`config.mk`:
```
export PLATFORM = sky130hd
export DESIGN_NAME = deck_dealer
export DESIGN_NICKNAME = d
export VERILOG_FILES = /design/src/rtl/card_pkg.sv /design/src/rtl/dealer_lfsr16.sv /design/src/rtl/deck_dealer.sv
export SDC_FILE = /design/constraint.sdc
export NUM_CORES = 1
export LEC_CHECK = 0
export ABC_CLOCK_PERIOD_IN_PS = 20300
export BUFFER_PORTS_ARGS = -buffer_cell sky130_fd_sc_hd__buf_2
export CAP_MARGIN = 20
export CELL_PAD_IN_SITES_DETAIL_PLACEMENT = 1
export CELL_PAD_IN_SITES_GLOBAL_PLACEMENT = 1
export CORE_ASPECT_RATIO = 1.4
export CORE_UTILIZATION = 50
export DETAILED_ROUTE_END_ITERATION = 8
export PLACE_DENSITY_LB_ADDON = 0.1
export SYNTH_ARGS = -nofsm -noshare
export SYNTH_HDL_FRONTEND = slang
export SYNTH_SLANG_ARGS = --single-unit
```
`constraint.sdc`:
```
create_clock -name clk -period 20.3 [get_ports clk]
set_input_delay 2.03 -clock clk [delete_from_list [all_inputs] [get_ports clk]]
set_output_delay 2.03 -clock clk [all_outputs]
set_load 0.02 [all_outputs]
```
`src/rtl/card_pkg.sv`:
```
// Shared constants, LFSR step function and FSM state type for the deck dealer.
package card_pkg;

    localparam int CARD_COUNT = 52;
    localparam int CARD_W     = 6;
    localparam int LFSR_W     = 16;

    localparam int LFSR_TAP0 = 15;
    localparam int LFSR_TAP1 = 13;
    localparam int LFSR_TAP2 = 11;
    localparam int LFSR_TAP3 = 10;

    localparam logic [LFSR_W-1:0] LFSR_ZERO_SUB = 16'h0001;

    typedef enum logic [1:0] {
        ST_IDLE    = 2'd0,
        ST_SHUFFLE = 2'd1,
        ST_READY   = 2'd2
    } dealer_state_t;

    function automatic logic [LFSR_W-1:0] lfsr_next(input logic [LFSR_W-1:0] v);
        return {v[LFSR_W-2:0], v[LFSR_TAP0] ^ v[LFSR_TAP1] ^ v[LFSR_TAP2] ^ v[LFSR_TAP3]};
    endfunction

endpackage

```
`src/rtl/dealer_lfsr16.sv`:
```
// 16-bit Fibonacci LFSR with seed load; a zero seed would lock up, so it is swapped for 1.
module dealer_lfsr16
    import card_pkg::*;
(
    input  logic              clk,
    input  logic              rst,
    input  logic              load,
    input  logic [LFSR_W-1:0] load_val,
    input  logic              step,
    output logic [LFSR_W-1:0] q
);

    always_ff @(posedge clk) begin
        if (rst) begin
            q <= LFSR_ZERO_SUB;
        end else if (load) begin
            q <= (load_val == '0) ? LFSR_ZERO_SUB : load_val;
        end else if (step) begin
            q <= lfsr_next(q);
        end
    end

endmodule

```
`src/rtl/deck_dealer.sv`:
```
// Shuffle-and-deal controller: rejection-sampled LFSR shuffle into a deck array,
// then one registered card per deal request.
module deck_dealer
    import card_pkg::*;
#(
    parameter int CARDS      = 52,
    parameter int REJECT_MAX = 255
) (
    input  logic              clk,
    input  logic              rst,
    input  logic [LFSR_W-1:0] seed,
    input  logic              shuffle_start,
    input  logic              deal_req,
    output logic              busy,
    output logic              deck_ready,
    output logic              deal_valid,
    output logic [CARD_W-1:0] deal_card,
    output logic [CARD_W-1:0] cards_left,
    output logic              deck_empty
);

    localparam int REJ_W = $clog2(REJECT_MAX + 1);

    dealer_state_t state, state_nxt;

    logic [LFSR_W-1:0] lfsr_q;
    logic [LFSR_W-1:0] cand_mod;
    logic [CARD_W-1:0] cand;
    logic [CARD_W-1:0] low_idx;
    logic [CARD_W-1:0] place_card;
    logic [CARDS-1:0]  used;
    logic [CARD_W-1:0] fill;
    logic [CARD_W-1:0] ptr;
    logic [CARD_W-1:0] left;
    logic [REJ_W-1:0]  rej;
    logic [CARD_W-1:0] deck [CARDS];
    logic              start_acc, pick_fb, place, last_place, deal_go;
    logic              vld_p1;
    logic [CARD_W-1:0] card_p1;

    dealer_lfsr16 u_lfsr (
        .clk      (clk),
        .rst      (rst),
        .load     (start_acc),
        .load_val (seed),
        .step     (state == ST_SHUFFLE),
        .q        (lfsr_q)
    );

    // Lowest unused card, used only when the reject budget is exhausted.
    always_comb begin
        low_idx = '0;
        for (int i = CARDS - 1; i >= 0; i--) begin
            if (!used[i]) low_idx = CARD_W'(i);
        end
    end

    always_comb begin
        cand_mod   = lfsr_q % LFSR_W'(CARDS);
        cand       = cand_mod[CARD_W-1:0] + CARD_W'(1);
        start_acc  = shuffle_start && (state != ST_SHUFFLE);
        pick_fb    = (rej == REJ_W'(REJECT_MAX));
        place      = (state == ST_SHUFFLE) && (pick_fb || !used[cand - CARD_W'(1)]);
        place_card = pick_fb ? (low_idx + CARD_W'(1)) : cand;
        last_place = place && (fill == CARD_W'(CARDS - 1));
        deal_go    = (state == ST_READY) && !shuffle_start && deal_req && (left != '0);

        state_nxt = state;
        case (state)
            ST_IDLE:    if (start_acc) state_nxt = ST_SHUFFLE;
            ST_SHUFFLE: if (last_place) state_nxt = ST_READY;
            ST_READY:   if (shuffle_start) state_nxt = ST_SHUFFLE;
            default:    state_nxt = ST_IDLE;
        endcase

        busy       = (state == ST_SHUFFLE);
        deck_ready = (state == ST_READY);
        deck_empty = (state == ST_READY) && (left == '0);
        deal_valid = vld_p1;
        deal_card  = card_p1;
        cards_left = left;
    end

    always_ff @(posedge clk) begin
        if (rst) state <= ST_IDLE;
        else     state <= state_nxt;
    end

    always_ff @(posedge clk) begin
        if (rst) begin
            used    <= '0;
            fill    <= '0;
            rej     <= '0;
            ptr     <= '0;
            left    <= '0;
            vld_p1  <= 1'b0;
            card_p1 <= '0;
        end else begin
            // Deal stage: output register p1
            vld_p1 <= deal_go;
            if (deal_go) begin
                card_p1 <= deck[ptr];
                ptr     <= ptr + CARD_W'(1);
                left    <= left - CARD_W'(1);
            end
            if (start_acc) begin
                used <= '0;
                fill <= '0;
                rej  <= '0;
                ptr  <= '0;
                left <= '0;
            end else if (state == ST_SHUFFLE) begin
                if (place) begin
                    used[place_card - CARD_W'(1)] <= 1'b1;
                    fill <= fill + CARD_W'(1);
                    rej  <= '0;
                    if (last_place) begin
                        ptr  <= '0;
                        left <= CARD_W'(CARDS);
                    end
                end else begin
                    rej <= rej + REJ_W'(1);
                end
            end
        end
    end

    always_ff @(posedge clk) begin
        if (place) deck[fill] <= place_card;
    end

endmodule

```
==> run_results.csv, run 1 <==
group,metric,value,unit
hold_path,min_path_type,"flop to flop",
finish,drive_gt1_frac,0.1879,
timing,setup_viol,0,
finish,final_cells,2190,
timing,final_max_slew_viol_count,0,
finish,antenna-diode-count,0,
grt,grt_pass1_vias,14588,
logic_synthesis,yosysMostFrequentCell,"edfxtp_1",
timing,rsz0062_at_grt,"false",
place,placed_cell_area,21490,um^2
logic_synthesis,synth_seq_cells,415,
power_and_ir_drop,ir_worst_vdd,171.2,uV
cts,cts_max_path_buffers,3,
worst_setup_path,cp.required,20480,ps
timing,whs,463.0,ps
cts,cts_sinks,415,
detailed_routing,firstDrtPassIters,5,
logic_synthesis,synth_area_leader_cell,"edfxtp_1",
grt,antenna_found_initial,0,
worst_setup_path,crit_path_max_incr_delay,850,ps
detailed_routing,drt_iter0_markers,1081,
detailed_routing,drc,0,
power_and_ir_drop,p_int,2182,uW
timing,fmax,101.8,MHz
outcome,status,"completed",
detailed_routing,vias,14133,
timing,relSlewSlack,0.3485,
logic_synthesis,synth.distinct_cells,116,
detailed_routing,post_drt_wl_per_cell,25.82,um
cts,cts_tree,"built",
detailed_routing,drt-total-wl,56540,um
finish,regArea,11440,um^2
grt,grt_max_degree,59,
timing,hold_viol,0,
finish,multi_input_area,8875,um^2
floorplan,die_h,244.3,um
cts,htree_levels,2,
logic_synthesis,synth_warnings,0,
timing,period_share,0.4840,
cts,post_cts_buffers,0,
cts,clk_pin_slew,60,ps
power_and_ir_drop,clock_power_share,0.199,
finish,area_growth,8.895,%
logic_synthesis,synth_async_sr_flop_share,0,
logic_synthesis,synthFlopType,"edfxtp_1",
place,dp_cells,2117,
power_and_ir_drop,power.density,165.3,nW/um^2
finish,layout.nets,1650,
detailed_routing,ant_nets,0,
power_and_ir_drop,p_sw,1592,uW
logic_synthesis,synth_top_area_frac,0.4470,
place,place_congestion,0.9178,
grt,grt.overflow.total,0,
worst_setup_path,cp-start-kind,"flop",
power_and_ir_drop,swShare,0.4218,
place,hpwlAfterDp,38340,um
timing,tightest_slew,972.0,ps
worst_setup_path,path_max_fanout,23,
cts,root_buffer,"clkbuf_16",
worst_setup_path,worst-path-buf-inv,0,
logic_synthesis,synth_area_leaders,"edfxtp_1, mux4_2, dfxtp_1, nor2_1, nand2_1",
timing,period_needed,9826,ps
floorplan,core.rowCount,88,
logic_synthesis,seq_area_frac_synth,0.5454,
worst_setup_path,rr_startpoint,"u_lfsr.q[15]",
worst_setup_path,worstSetupEndpointType,"flop",
power_and_ir_drop,seqPwrFrac,0.349,
worst_setup_path,cp-startpoint,"u_lfsr.q[15]",
place,pre_cts_ws,10630,ps
worst_setup_path,crit_type,"flop to flop",
cts,clk_latency,560,ps
worst_setup_path,critPathSlowestCell,"dfxtp_1",
worst_setup_path,worst_ep_arrival_time,10000,ps
logic_synthesis,synth_edf_count,312,
logic_synthesis,syn_area_per_cell,12.81,um^2
finish,fillCellCount,4088,
place,port_buffers,35,
logic_synthesis,yosys-top-cells-count,"edfxtp_1, nor2_1, nand2_1, mux4_2, dfxtp_1",
floorplan,die_area,42750,um^2
finish,design_area,22820,um^2
detailed_routing,vias_per_cell,6.453,
logic_synthesis,syn_inst,1636,
logic_synthesis,netlist_area,20960,um^2
hold_path,min_from,"deal_card[3]",
cts,cts_resized,0,
cts,numCtsBuffers,41,
logic_synthesis,synthesis.nets,1665,
floorplan,coreArea,41290,um^2
worst_setup_path,cp_top_family,"simple AND/OR/NAND/NOR gates",
timing,finClkSkew,22.03,ps
timing,layout_setup_ws,10470,ps
worst_setup_path,crit_chain,"or4bb_1 > a21boi_1 > or4_1 > nand2_1 > mux4_2 > and3_4 > a31oi_4 > a2111oi_0 > a211oi_1 > nor3_4 > nor3_4 > nor2_1 > o41ai_4 > o31ai_1 > a211oi_1 > o21ai_1 > and3b_1 > xnor2_1 > a31oi_1 > a211oi_2 > o31a_1 > nand4_1 > nor2_1",
timing,tns,0,ps
grt,grt_first_pass_wirelength,87570,um
power_and_ir_drop,p_leak,0.007189,uW
power_and_ir_drop,combPwrFrac,0.452,
floorplan,io_pins,36,
floorplan,die_w,175.0,um
floorplan,start_util,0.5076,
cts,hold_buffers,0,
grt,grt_use_total,0.2692,
run,drv_cap,0,
==> metal layers <==
layer / up-vias / GRT usage / part of all wire
li1: 6392 / - / -
met1: 7297 / 0.3401 / 0.41
met2: 341 / 0.4781 / 0.52
met3: 103 / 0.03001 / 0.038
met4: 0 / 0.09258 / 0.030
met5: - / 0 / 0
==> cell type report <==
cell class | instances | area share
Clock buffer | 47 | 0.04594
Clock inverter | 25 | 0.01113
Timing Repair Buffer | 56 | 0.01546
Multi-Input combinational cell | 1059 | 0.3888
Sequential cell | 415 | 0.5012
Tap cell | 540 | 0.02960
Inverter | 48 | 0.007894
==> through the flow <==
| stage | util | power, uW |
|---|---|---|
| 5_1_grt | 0.5528 | 3947 |
| 3_3_place_gp | 0.5206 | 2961 |
| 3_5_place_dp | 0.5206 | 3019 |
| 4_1_cts | 0.5521 | 3775 |
| 6_report | 0.5528 | 3774 |
| 2_1_floorplan | - | 2495 |
==> layout by cell type, fill, tap and decap left out, types with 7 or more instances in the layout <==
cell type	count
nor2b_1	9
nand2b_1	16
clkinv_1	12
nand2_1	124
or3_1	18
nand3b_1	11
nor3_1	45
mux4_2	116
o21a_1	9
nor2_2	7
o211ai_1	21
o22ai_1	14
inv_1	45
and3_1	12
mux2i_1	31
ha_1	9
a22o_1	25
xnor2_1	23
nor4_1	10
o21ai_1	13
clkbuf_16	41
a211o_1	10
nand3_1	40
a211oi_1	21
a31oi_1	17
o31ai_1	10
dfxtp_1	101
nor2_1	133
o21ai_0	51
nand4_1	31
edfxtp_1	312
xor2_1	12
buf_4	20
a21oi_1	39
buf_2	35
clkinv_2	7
==> flip-flops by register name, summed over array words and instances, names as in the netlist <==
signal / count
state: 2
ptr: 6
deal_card: 6
fill: 6
u_lfsr.q: 16
used: 52
deal_valid: 1
cards_left: 6
deck: 312
rej: 8
==> worst paths after layout <==
kind | slack (ps) | cells after the start | end
max | 10470 | 23 | deck[3][1]
min | 460 | 2 | deal_card[3]
max reg2reg | 10470 | 23 | deck[3][1]
min reg2reg | 460 | 2 | deal_card[3]
==> tightest hold or removal path, delay by kind of cell (launching register included) <==
| kind | cells | cell delay (ps) |
|---|---|---|
| DFF | 1 | 310 |
| AOI/OAI and AO/OA | 1 | 60 |
| and+or+nand+nor | 1 | 50 |
==> power groups by stage <==
| stage | logic (uW) | registers, uW | clock network [uW] |
|---|---|---|---|
| floorplan | 1160 | 1340 | 0 |
| global placement | 1630 | 1330 | 0 |
| detailed placement | 1680 | 1340 | 0 |
| CTS | 1690 | 1320 | 765 |
| global route | 1840 | 1320 | 791 |
| finish | 1700 | 1320 | 752 |
==> cell families (layout without fill, tap and decap cells) <==
group / count (synthesis) / after routing / share of synthesized area
adders and majority gates: 10 / 10 / 0.005910
and+or+nand+nor: 523 / 523 / 0.1314
buffers and inverters: 162 / 176 / 0.03343
xor gates and xnor gates: 37 / 37 / 0.01671
AOI/OAI and AO/OA: 339 / 339 / 0.1262
DFF: 415 / 415 / 0.5454
muxes: 150 / 150 / 0.1410
Power figures use the tool's default switching activity.
==> run 2: changes to the inputs <==
ABC_CLOCK_PERIOD_IN_PS = 8700   (was 20300)
CORE_UTILIZATION = 48   (was 50)
clock period = 8.7 ns   (was 20.3 ns; I/O delays follow)
==> run_results.csv, run 2 (synthesized netlist as in run 1, its figures left out) <==
group,metric,value,unit
worst_setup_path,rr_worst_depth,25,
hold_path,holdPathEnd,"deal_card[3]",
power_and_ir_drop,p_sw,3894,uW
grt,grt_use_total,0.2727,
place,hpwlAfterDp,41830,um
floorplan,die_area,44520,um^2
finish,antenna-diode-count,0,
hold_path,whs_path_depth,2,
finish,largest_register,"deck",
worst_setup_path,critPathSlowestCell,"or3_1",
worst_setup_path,rr_startpoint,"u_lfsr.q[13]",
worst_setup_path,worst_ep_arrival_time,8610,ps
detailed_routing,vias,14540,
detailed_routing,drt-total-wl,60240,um
cts,numCtsBuffers,42,
floorplan,start_util,0.4860,
cts,htree_levels,2,
worst_setup_path,cp_top_family,"compound AO/OA/AOI/OAI gates",
floorplan,die_w,178.6,um
power_and_ir_drop,p_leak,0.007641,uW
timing,relSlewSlack,0.3574,
floorplan,die_h,249.3,um
worst_setup_path,r2r_slack,300,ps
worst_setup_path,worst-path-buf-inv,2,
hold_path,min_path_type,"flop to flop",
grt,grt.overflow.total,0,
detailed_routing,ant_nets,0,
grt,grt_max_degree,58,
finish,largest_registers,"deck (312), used (52), u_lfsr.q (16)",
power_and_ir_drop,power,9323,uW
worst_setup_path,crit_path_max_incr_delay,630,ps
timing,fmax,119.0,MHz
timing,period_share,0.9656,
worst_setup_path,r2r_end,"deck[49][2]",
detailed_routing,vias_per_cell,6.366,
power_and_ir_drop,combPwrFrac,0.474,
cts,root_buffer,"clkbuf_16",
detailed_routing,drt_iter0_markers,731,
detailed_routing,post_drt_wl_per_cell,26.37,um
finish,area_growth,12.89,%
place,place_congestion,0.9795,
power_and_ir_drop,swShare,0.4177,
finish,final_cells,2284,
grt,grt_pass1_vias,14947,
timing,tightest_slew,958.7,ps
cts,clk_latency,570,ps
power_and_ir_drop,ir_worst_vdd,506.2,uV
floorplan,coreArea,43130,um^2
timing,setup_viol,0,
floorplan,core.rowCount,90,
grt,antenna_found_initial,0,
detailed_routing,firstDrtPassIters,5,
grt,grt_first_pass_wirelength,91170,um
cts,cts_max_path_buffers,3,
power_and_ir_drop,clock_power_share,0.197,
power_and_ir_drop,p_int,5429,uW
detailed_routing,drc,0,
place,dp_cells,2195,
run,drv_cap,0,
worst_setup_path,crit_type,"flop to flop",
timing,hold_viol,0,
finish,layout.nets,1729,
place,port_buffers,35,
cts,clk_pin_slew,60,ps
finish,layout_common_cells,"edfxtp_1, nand2_1, nor2_1, mux4_2, dfxtp_1",
timing,final_max_slew_viol_count,0,
hold_path,min_from,"deal_card[3]",
finish,final_common_cell,"edfxtp_1",
worst_setup_path,cp-startpoint,"u_lfsr.q[13]",
worst_setup_path,path_max_fanout,12,
timing,finClkSkew,27.48,ps
outcome,status,"completed",
cts,cts_sinks,415,
worst_setup_path,worstSetupEndpointType,"flop",
cts,hold_buffers,0,
power_and_ir_drop,power.density,394.0,nW/um^2
worst_setup_path,cp.required,8910,ps
finish,drive_gt1_frac,0.2379,
worst_setup_path,cp-start-kind,"flop",
floorplan,io_pins,36,
finish,largest_register_ff_count,312,
timing,period_needed,8400,ps
cts,cts_tree,"built",
power_and_ir_drop,seqPwrFrac,0.329,
-- run 2: area by class of cell --
type / instances / area (um^2)
clock buffer: 59 / 1156
multi-input combinational: 1060 / 9025
timing repair buffer: 133 / 935.9
inverter: 48 / 180.2
sequential: 415 / 11440
clock inverter: 17 / 232.7
tap: 552 / 690.7
fill: 4270 / 19470
-- run 2: power groups by stage --
stage          registers (uW)  clock network, uW  logic [uW]
3_3_place_gp             3100                  0        4100
4_1_cts                  3070               1870        4240
6_report                 3070               1830        4420
2_1_floorplan            3120                  0        2700
5_1_grt                  3070               1920        4720
3_5_place_dp             3110                  0        4210
-- run 2: how the worst max path moves through the flow --
stage,endpoint,slack (ps),depth (start not counted)
3_5_place_dp,deck[49][5],-70,27
5_1_grt,deck[40][5],-30,26
4_1_cts,deck[1][0],-50,26
6_report,deck[49][2],300,25
3_3_place_gp,deck[49][5],100,25
2_1_floorplan,used[11],760,28
-- run 2: per-layer routing --
layer	wire length [um]	vias up	track usage
met4	2113	0	0.09613
li1	-	6545	-
met3	1871	118	0.02869
met1	23870	7518	0.3302
met5	0	-	0
met2	32380	359	0.4959
-- run 2: worst reg2reg max path: stages, from the launching register on --
cell,delay (ps)
dfxtp_1,540
buf_4,250
inv_1,100
o311a_1,380
and3_1,240
nor2_2,360
nand2_1,110
mux4_2,540
a31oi_2,250
o21a_2,250
nor3_2,100
a2111oi_4,490
nor3_4,140
o32ai_1,570
nor2b_1,310
a21boi_0,370
or3_1,310
a211o_1,160
nand4_1,250
xnor2_4,250
a2111oi_0,410
mux2i_1,150
a21boi_1,310
o31ai_4,140
or3_1,640
nor2_2,450
-- run 2: stage by stage --
stage / hold slack [ps] / setup TNS [ps] / util / instance area (um^2) / worst slack (ps)
2_1_floorplan: 453.7 / 0 / - / 20960 / 762.4
5_1_grt: 485.5 / -301.4 / 0.5486 / 23660 / -34.80
3_3_place_gp: 444.4 / 0 / 0.5102 / 22000 / 97.55
4_1_cts: 467.5 / -408.4 / 0.5425 / 23400 / -50.85
3_5_place_dp: 453.6 / -542.4 / 0.5102 / 22000 / -67.77
6_report: 463.6 / 0 / 0.5486 / 23660 / 299.6
-- run 2: what timing repair did --
item,CTS,global route
setup buffers,0,12
resized for setup,1,32
endpoints found under the setup margin,18,378
pin swaps,0,7
cloned,0,1
==> run 3: changes to the inputs <==
REMOVE_ABC_BUFFERS = 1   (was not set)
==> run_results.csv, run 3 (synthesized netlist as in run 1, its figures left out) <==
group,metric,value,unit
grt,grt_max_degree,56,
place,place_congestion,0.9874,
timing,hold_viol,0,
timing,period_needed,8297,ps
finish,fillCellCount,4213,
cts,root_buffer,"clkbuf_16",
place,dp_cells,2181,
floorplan,core.rowCount,90,
hold_path,min_path_type,"flop to flop",
cts,cts_max_path_buffers,3,
place,pre_cts_ws,-264.2,ps
detailed_routing,firstDrtPassIters,5,
worst_setup_path,cp-start-kind,"flop",
worst_setup_path,cp.required,8910,ps
finish,largest_registers,"deck (312), used (52), u_lfsr.q (16)",
grt,grt.overflow.total,0,
detailed_routing,vias_per_cell,6.350,
grt,antenna_found_initial,0,
worst_setup_path,r2r_slack,400,ps
timing,fmax,120.5,MHz
finish,largest_register_ff_count,312,
cts,cts_tree,"built",
power_and_ir_drop,combPwrFrac,0.473,
finish,layout_common_cells,"edfxtp_1, nand2_1, mux4_2, nor2_1, dfxtp_1",
finish,final_common_cell,"edfxtp_1",
worst_setup_path,worst_ep_arrival_time,8510,ps
finish,drive_gt1_frac,0.2428,
power_and_ir_drop,p_leak,0.007519,uW
run,drv_cap,0,
detailed_routing,drc,0,
place,port_buffers,35,
cts,htree_levels,2,
power_and_ir_drop,p_sw,3875,uW
timing,finClkSkew,24.55,ps
detailed_routing,vias,14358,
detailed_routing,drt-total-wl,58980,um
timing,period_share,0.9537,
grt,grt_first_pass_wirelength,90710,um
power_and_ir_drop,p_int,5332,uW
detailed_routing,ant_nets,0,
floorplan,io_pins,36,
power_and_ir_drop,power,9207,uW
cts,numCtsBuffers,42,
floorplan,start_util,0.4860,
power_and_ir_drop,ir_worst_vdd,574.9,uV
detailed_routing,drt_iter0_markers,767,
finish,layout.nets,1704,
floorplan,coreArea,43130,um^2
detailed_routing,post_drt_wl_per_cell,26.09,um
finish,antenna-diode-count,0,
floorplan,die_h,249.3,um
power_and_ir_drop,clock_power_share,0.194,
cts,cts_sinks,415,
floorplan,die_w,178.6,um
finish,multi_input_area,9151,um^2
finish,utilization,0.5469,
cts,clk_pin_slew,70,ps
finish,area_growth,12.54,%
power_and_ir_drop,swShare,0.4208,
worst_setup_path,path_max_fanout,14,
finish,final_cells,2261,
finish,regArea,11440,um^2
worst_setup_path,crit_type,"flop to flop",
timing,tightest_slew,1011,ps
timing,setup_viol,0,
timing,tns,0,ps
place,hpwlAfterDp,41480,um
grt,grt_pass1_vias,15108,
power_and_ir_drop,power.density,390.3,nW/um^2
timing,relSlewSlack,0.3257,
cts,clk_latency,560,ps
finish,largest_register,"deck",
grt,grt_use_total,0.2692,
outcome,status,"completed",
floorplan,die_area,44520,um^2
worst_setup_path,worstSetupEndpointType,"flop",
power_and_ir_drop,seqPwrFrac,0.333,
timing,final_max_slew_viol_count,0,
timing,layout_setup_ws,403.0,ps
==> run 3: cell count changes in the layout (fill, tap and decap cells not counted), moves of 3 or more <==
cell | previous run | this run
or4_1 | 6 | 3
buf_4 | 96 | 71
or3_1 | 18 | 15
or4_4 | 0 | 3
or3_4 | 1 | 4
clkinv_2 | 0 | 9
clkbuf_8 | 4 | 0
clkbuf_1 | 12 | 4
clkinv_1 | 10 | 13
inv_6 | 1 | 4
nor2_4 | 4 | 22
nor2_1 | 123 | 107
==> run 3: final timing paths <==
check / startpoint / end / cells after the start
hold reg to reg: rej[1] / rej[1] / 2
setup reg to reg: u_lfsr.q[14] / deck[0][5] / 25
setup / recovery: u_lfsr.q[14] / deck[0][5] / 25
hold / removal: rej[1] / rej[1] / 2
==> run 3: critical path, stage by stage (launching register included) <==
cell and delay (ps):
dfxtp_1 510, buf_4 230, nor2b_1 240, a211oi_2 120, a211oi_2 370, nor2_4 170, maj3_2 320, o2111a_1 270
or2_1 340, o21a_2 290, a2111oi_0 530, a211oi_2 180, nor3_4 450, o311ai_4 130, buf_4 220, a2111oi_0 510
o31ai_1 190, a31oi_1 410, mux2i_1 280, o2111ai_2 220, xnor2_2 340, a31oi_1 100, a211oi_2 350, o31ai_4 170
or4_4 610, nor2_2 350
==> run 3: power by group through the flow <==
stage               Combinational (uW)  Clock (uW)  Sequential, uW
finish                            4360        1790            3070
CTS                               4210        1820            3060
global placement                  4070           0            3100
global route                      4640        1880            3070
detailed placement                4180           0            3110
floorplan                         2570           0            3140
==> run 3: final cells by class <==
type | count | area share
Timing Repair Buffer | 109 | 0.03289
Tap cell | 552 | 0.02928
Clock inverter | 32 | 0.01204
Inverter | 48 | 0.007638
Sequential cell | 415 | 0.4850
Multi-Input combinational cell | 1059 | 0.3880
Clock buffer | 46 | 0.04519
==> run 3: what timing repair did <==
action | in CTS | in global routing
buffers inserted | 0 | 2
hold buffers | 0 | 0
setup endpoints to repair | 142 | 350
gates resized for setup | 5 | 63
pin swaps | 0 | 2
==> run 3: metrics by stage <==
step | hold WS [ps] | area, um^2
2_1_floorplan | 453.7 | 20440
5_1_grt | 518.6 | 23590
3_3_place_gp | 468.1 | 21900
6_report | 501.2 | 23590
4_1_cts | 504.4 | 23300
3_5_place_dp | 478.3 | 21930
==> run 3: per-layer routing <==
layer,routed length [um],share of wire,GRT usage,up-vias
met3,1960,0.033,0.02885,103
met1,23280,0.39,0.3271,7439
met4,1668,0.028,0.08789,0
met2,32080,0.54,0.4910,311
met5,0,0,0,-
li1,-,-,-,6505
